File: src/rtl/imem_fetch_ctrl.sv
// Instruction-fetch sequencer: owns the fetch PC, drives a 1-cycle synchronous-read ROM
// and buffers returned words in a 2-entry queue presented to decode via valid/ready.
module imem_fetch_ctrl #(
    parameter int unsigned           ADDR_WIDTH = 8,
    parameter int unsigned           DATA_WIDTH = 32,
    parameter logic [ADDR_WIDTH-1:0] RESET_PC   = '0
) (
    input  logic                  clk,
    input  logic                  rst,
    input  logic                  redirect,
    input  logic [ADDR_WIDTH-1:0] redirect_pc,
    output logic                  mem_en,
    output logic [ADDR_WIDTH-1:0] mem_addr,
    input  logic [DATA_WIDTH-1:0] mem_rdata,
    output logic                  inst_valid,
    input  logic                  inst_ready,
    output logic [DATA_WIDTH-1:0] inst,
    output logic [ADDR_WIDTH-1:0] inst_pc
);

    typedef enum logic [1:0] {
        S_BOOT  = 2'd0,
        S_RUN   = 2'd1,
        S_FLUSH = 2'd2
    } state_e;

    typedef struct packed {
        logic [DATA_WIDTH-1:0] data;
        logic [ADDR_WIDTH-1:0] pc;
    } entry_t;

    localparam logic [ADDR_WIDTH-1:0] PC_STEP = {{(ADDR_WIDTH-1){1'b0}}, 1'b1};

    state_e                state_q, state_d;
    logic [ADDR_WIDTH-1:0] fetch_pc_q, fetch_pc_d;
    logic                  inflight_q, inflight_d;
    logic [ADDR_WIDTH-1:0] tag_q, tag_d;
    entry_t                head_q, head_d;
    entry_t                tail_q, tail_d;
    logic [1:0]            count_q, count_d;

    logic                  pop;
    logic                  push;
    logic                  issue;
    logic [2:0]            occupancy;
    logic [1:0]            base;
    entry_t                ret;

    assign inst_valid = (count_q != 2'd0);
    assign inst       = head_q.data;
    assign inst_pc    = head_q.pc;
    assign mem_en     = issue;
    assign mem_addr   = fetch_pc_q;

    always_comb begin
        // NOTE: every signal written here gets a default first, so no path can infer a latch.
        state_d    = state_q;
        fetch_pc_d = fetch_pc_q;
        inflight_d = 1'b0;
        tag_d      = tag_q;
        head_d     = head_q;
        tail_d     = tail_q;
        count_d    = count_q;
        base       = count_q;
        ret        = '{data: mem_rdata, pc: tag_q};

        pop  = inst_valid && inst_ready;
        push = inflight_q && !redirect;

        // Words that will be held after this edge plus the read already in flight.
        occupancy = {1'b0, count_q} + {2'b00, inflight_q} - {2'b00, pop};
        issue     = (state_q == S_RUN) && !redirect && (occupancy < 3'd2);

        case (state_q)
            S_BOOT:  state_d = S_RUN;
            S_RUN:   state_d = S_RUN;
            S_FLUSH: state_d = S_RUN;
            default: state_d = S_BOOT;
        endcase

        if (issue) begin
            fetch_pc_d = fetch_pc_q + PC_STEP;
            inflight_d = 1'b1;
            tag_d      = fetch_pc_q;
        end

        if (redirect) begin
            // Redirect squashes queued and in-flight words; a concurrent pop still completes.
            state_d    = S_FLUSH;
            fetch_pc_d = redirect_pc;
            count_d    = 2'd0;
        end else begin
            base = count_q - {1'b0, pop};
            if (pop) begin
                head_d = tail_q;
            end
            if (push) begin
                if (base == 2'd0) begin
                    head_d = ret;
                end else begin
                    tail_d = ret;
                end
            end
            count_d = base + {1'b0, push};
        end
    end

    // NOTE: sequential state uses non-blocking assignments so every flop samples pre-edge values.
    always_ff @(posedge clk or posedge rst) begin
        if (rst) begin
            state_q    <= S_BOOT;
            fetch_pc_q <= RESET_PC;
            inflight_q <= 1'b0;
            tag_q      <= '0;
            // NOTE: queue storage is reset as well because inst/inst_pc must read zero out of reset.
            head_q     <= '0;
            tail_q     <= '0;
            count_q    <= 2'd0;
        end else begin
            state_q    <= state_d;
            fetch_pc_q <= fetch_pc_d;
            inflight_q <= inflight_d;
            tag_q      <= tag_d;
            head_q     <= head_d;
            tail_q     <= tail_d;
            count_q    <= count_d;
        end
    end

endmodule
File: config.mk
export PLATFORM = sky130hd
export DESIGN_NAME = imem_fetch_ctrl
export DESIGN_NICKNAME = d
export VERILOG_FILES = /design/src/rtl/imem_fetch_ctrl.sv
export SDC_FILE = /design/constraint.sdc
export NUM_CORES = 1
export LEC_CHECK = 0
export CAP_MARGIN = 5
export CORE_MARGIN = 5
export CORE_UTILIZATION = 52
export CTS_BUF_LIST = sky130_fd_sc_hd__clkbuf_8
export CTS_CLUSTER_DIAMETER = 30
export DETAILED_ROUTE_END_ITERATION = 7
export GPL_TIMING_DRIVEN = 0
export PLACE_DENSITY = 0.9
export SYNTH_ARGS = -nofsm -noshare
export SYNTH_HDL_FRONTEND = slang
export SYNTH_SLANG_ARGS = --single-unit
File: constraint.sdc
create_clock -name clk -period 3.4 [get_ports clk]
set_clock_uncertainty 0.05 [all_clocks]
set_input_delay 0.34 -clock clk [delete_from_list [all_inputs] [get_ports clk]]
set_output_delay 0.34 -clock clk [all_outputs]
set_load 0.01 [all_outputs]
* Yosys cells after proc, flatten, opt, wreduce, memory -nomap -nowiden
Index checks and enable logic that the tools add are counted.
** Storage, ports and cells
- Word-level logic and storage cells :: 39
- Output and inout bits :: 50
- Bits in registers :: 101
** Cells by class
- $lt $le $gt $ge :: 1
- $add $sub $neg :: 5
- Multiplexer cells :: 9
- Bitwise logic cells :: 2
- Reductions and logical operators :: 11
- Eq/ne operators :: 2
** Operator list (number)
- two-way mux 40 bit :: 3
- two-way mux 8 bit :: 2
- adder 8 x 1 -> 8 bit, second input constant :: 1
- logical AND 1 bit :: 4
- zero test 2 bit :: 2
- two-way mux 2 bit :: 2
- nonzero test 2 bit :: 2
- adder 2 x 1 -> 3 bit :: 1
- less-than comparator 3 x 2 -> 1 bit, second input constant :: 1
- AND reduction 3 bit :: 1
- OR reduction 3 bit :: 1
- subtractor 3 x 1 -> 3 bit :: 1
- adder 2 x 1 -> 2 bit :: 1
- equality test 2 x 1 -> 1 bit, second input constant :: 1
- equality test 2 bit, second input constant :: 1
- two-way mux 1 bit :: 2
- inverter 1 bit :: 2
- subtractor 2 x 1 -> 2 bit :: 1
- zero test 1 bit :: 1

* Depth between registers and ports, before layout
- Depth after elaboration :: 7
- Gate-level depth with buffers :: 12

* Least setup slack after synthesis
Ideal clock, no wire load.
- Kind :: reg-to-reg
- Start :: reg count_q[1]
- End :: reg fetch_pc_q[7], in the netlist mem_addr[7]
- Setup slack :: 0.457 ns
- Stages on the path, launching flop included :: 11
- Arrival :: 2.767 ns
- Setup time :: 0.126 ns
- Cells stage by stage :: dfrtp_1 nor3b_1 or2_2 nand2_1 fa_1 nand2_1 or4_1 buf_6 clkinv_8 mux2_2 a221o_1
** On the way
- Cells in the longest elaborated chain, start to end :: 6
** RTL lines
- from (decl) :: line 40 : logic [1:0] count_q, count_d;
- from (signal assigned) :: line 126 : count_q <= count_d;
- branches (longest 2 deep; another with adder 2 x 1 -> 3 bit)
- subtractor 3 x 1 -> 3 bit (*) :: line 71 : occupancy = {1'b0, count_q} + {2'b00, inflight_q} - {2'b00, pop};
- less-than comparator 3 x 2 -> 1 bit (*) :: line 72 : issue = (state_q == S_RUN) && !redirect && (occupancy < 3'd2);
- logical AND 1 bit (*) :: line 72
- nonzero test 2 bit (no source line) (*)
- to (signal assigned) :: line 121 : fetch_pc_q <= fetch_pc_d;
- to (decl) :: line 35 : logic [ADDR_WIDTH-1:0] fetch_pc_q, fetch_pc_d;
Every way passes the cells marked *.
A chain may end at the register's enable or synchronous reset.

* Worst setup path after layout
- Start :: reg count_q[1]
- End :: out mem_en
** On the way
- Cells in the longest elaborated chain, start to end :: 5
** RTL lines
- branches (longest 2 deep; another with adder 2 x 1 -> 3 bit)
- subtractor 3 x 1 -> 3 bit (*) :: line 71
- less-than comparator 3 x 2 -> 1 bit (*) :: line 72
- logical AND 1 bit (*) :: line 72
- to (decl) :: line 12 : output logic mem_en,
Marks and branches as above.

==> reports/results.tsv <==
metric	value	unit
wl	9580	µm
port_buffers	93	
cts_buffers	9	
setup_violations	0	
drt_iter0_drc	116	
fin_crit_sh	96.82	%
rows	33	
die-area	10130	µm²
yosysWarnings	0	
first_pass_iters	4	
ys_ff_latch	101	
worst_pin_slew	0.6230	ns
place_inst	523	
fin_util	69.09	%
antenna_found_initial	0	
cap_violations	0	
setup_ws	0.1081	ns
grt_pass1_wl	15910	µm
synth_edf_count	0	
final_nets	478	
fin_crit	3.292	ns
hpwl	6874	µm
drtAntennaViolNets	0	
synth_area	4274	µm²
p_per_area	517.9	nW/µm²
root_buffer	clkbuf_8	
crit_fanout	11	
yosysTopAreaCell	dfrtp_1	
clk_latency	0.35	ns
ios	94	
start_kind	flop	
cts_max_level	3	
clkSinkCount	101	
hold_path.class	in -> async	
yosys_most_used_dff	dfrtp_1	
slew-limit-headroom	58.47	%
end_kind	output port	
seq_area_frac_synth	59.13	%
synth_nets	371	
fmax	0.3038	GHz
vias	3048	
place_area	5366	µm²
async_reset_ff_share	100.0	%
start_util	52.81	%
tritoncts	done	
rsz0062_at_grt	false	
die_h	100.7	µm
nFillCells	589	
r2r_cells	10	
drive_gt1_share	18.12	%
core	8093	µm²
cts_buffer_depth	2	
synth_top_area_share	59.13	%
p_leak	2.462	nW
postLayoutCellArea	5592	µm²
synth.area.top_cells	dfrtp_1, mux2_2, o22a_1	
area_delta_synth_final	30.83	%
layout.cells.non_filler	541	
grt_pass1_vias	3229	
syn_inst	324	
final.setup.tns	0	ns
yosysMostFrequentCell	dfrtp_1	
clk_pin_slew	0.10	ns
gr-total-overflow	0	
ys_types	35	
final-max-slew-violation-count	0	
worstPathArrival	2.90	ns
grt_util_all_layers	19.68	%
path_class	reg -> out	
avgSynthCellArea	13.19	µm²
vias_per_cell	5.634	
grt_max_degree	53	
ir_drop	248.6	µV
antennaDiodeCount	0	
required	3.01	ns
drc_errors	0	
die_w	100.7	µm
hold_buffers	0	
drt-wirelength-per-cell	17.71	µm
hold_violations	0	
status	completed	
netlist_top_cells_count	dfrtp_1, mux2_2, o21a_1, o22a_1, nand2_1	
pre_cts_ws	-0.4432	ns
routabilityCongestion	0.8546	
## repair_timing
item                       in CTS  in global routing
setup endpoints to repair       1                  1
buffers inserted                1                  1
pin swaps                       1                  1
gates resized for setup         4                  2
## layout make-up
cell class                 count  area, µm²  share of cell area, %
sequential                   101       2529                  45.22
clock inverter                 6      62.56                  1.119
tap                          105      131.4                  2.350
timing repair buffer          96      977.2                  17.48
multi-input combinational    197       1605                  28.71
buffer                        22      118.9                  2.126
clock buffer                  10      137.6                  2.461
inverter                       4      30.03                 0.5370
## metrics by stage
stage / hold slack [ns] / total power, mW
after floorplan: 0.3214 / 1.758
after CTS: 0.3790 / 2.928
after global placement: 0.3735 / 2.141
after detailed placement: 0.3915 / 2.173
after global routing: 0.4078 / 3.034
final: 0.3635 / 2.896
## kinds of logic after synthesis
logic type	after synthesis	share of synthesized area (%)
compound gates	93	17.68
xor+xnor	3	0.6149
fa+ha+maj	3	1.054
buf+inv	26	3.425
flops	101	59.13
mux	47	12.30
simple gates	51	5.796
## layout by cell type, fill, tap and decap left out, drive strengths merged, types with 3 or more instances in the layout
cell,instances
clkdlybuf4s50,91
a221o,6
clkbuf,23
nor2,3
o21ai,3
o22a,40
nor2b,4
o21a,40
inv,6
mux2i,3
nand2,29
dfrtp,101
nor3,3
buf,12
mux2,44
## registers in the layout (all words and copies together) (netlist names)
| register | cells |
|---|---|
| state_q | 2 |
| inflight_q | 1 |
| inst_pc | 8 |
| tail_q | 40 |
| count_q | 2 |
| mem_addr | 8 |
| inst | 32 |
| tag_q | 8 |
## metal layers
layer	global-route usage (%)	share of wire, %
met5	0	0
met1	26.63	44
met4	7.565	1.3
met3	3.529	5.6
met2	31.70	49
## path summary, 6_finish.rpt
kind                                  from          end  slack, ns
worst min-delay path                   rst      inst[1]       0.36
max in group asynchronous              rst     inst[30]       2.27
worst max register to register  count_q[1]  mem_addr[5]       0.43
worst max-delay path            count_q[1]       mem_en       0.11
min in group clk                state_q[1]   state_q[0]       0.40
worst min register to register  state_q[1]   state_q[0]       0.40
## critical path: stages (launching register included)
cell and delay [ns]:
dfrtp_2 0.47, nor3b_2 0.18, buf_4 0.13, buf_4 0.12
fa_1 0.51, nand2_1 0.05, or4_1 0.49, buf_6 0.17
clkinv_8 0.06, buf_6 0.14, clkdlybuf4s15_2 0.23
## power by group
| group | switching (mW) | internal (mW) | total (mW) |
|---|---|---|---|
| Clock | 0.395 | 0.359 | 0.755 |
| Sequential | 0.119 | 1.37 | 1.49 |
| Combinational | 0.241 | 0.410 | 0.651 |
Note: power is estimated with default switching activity, not from simulation.
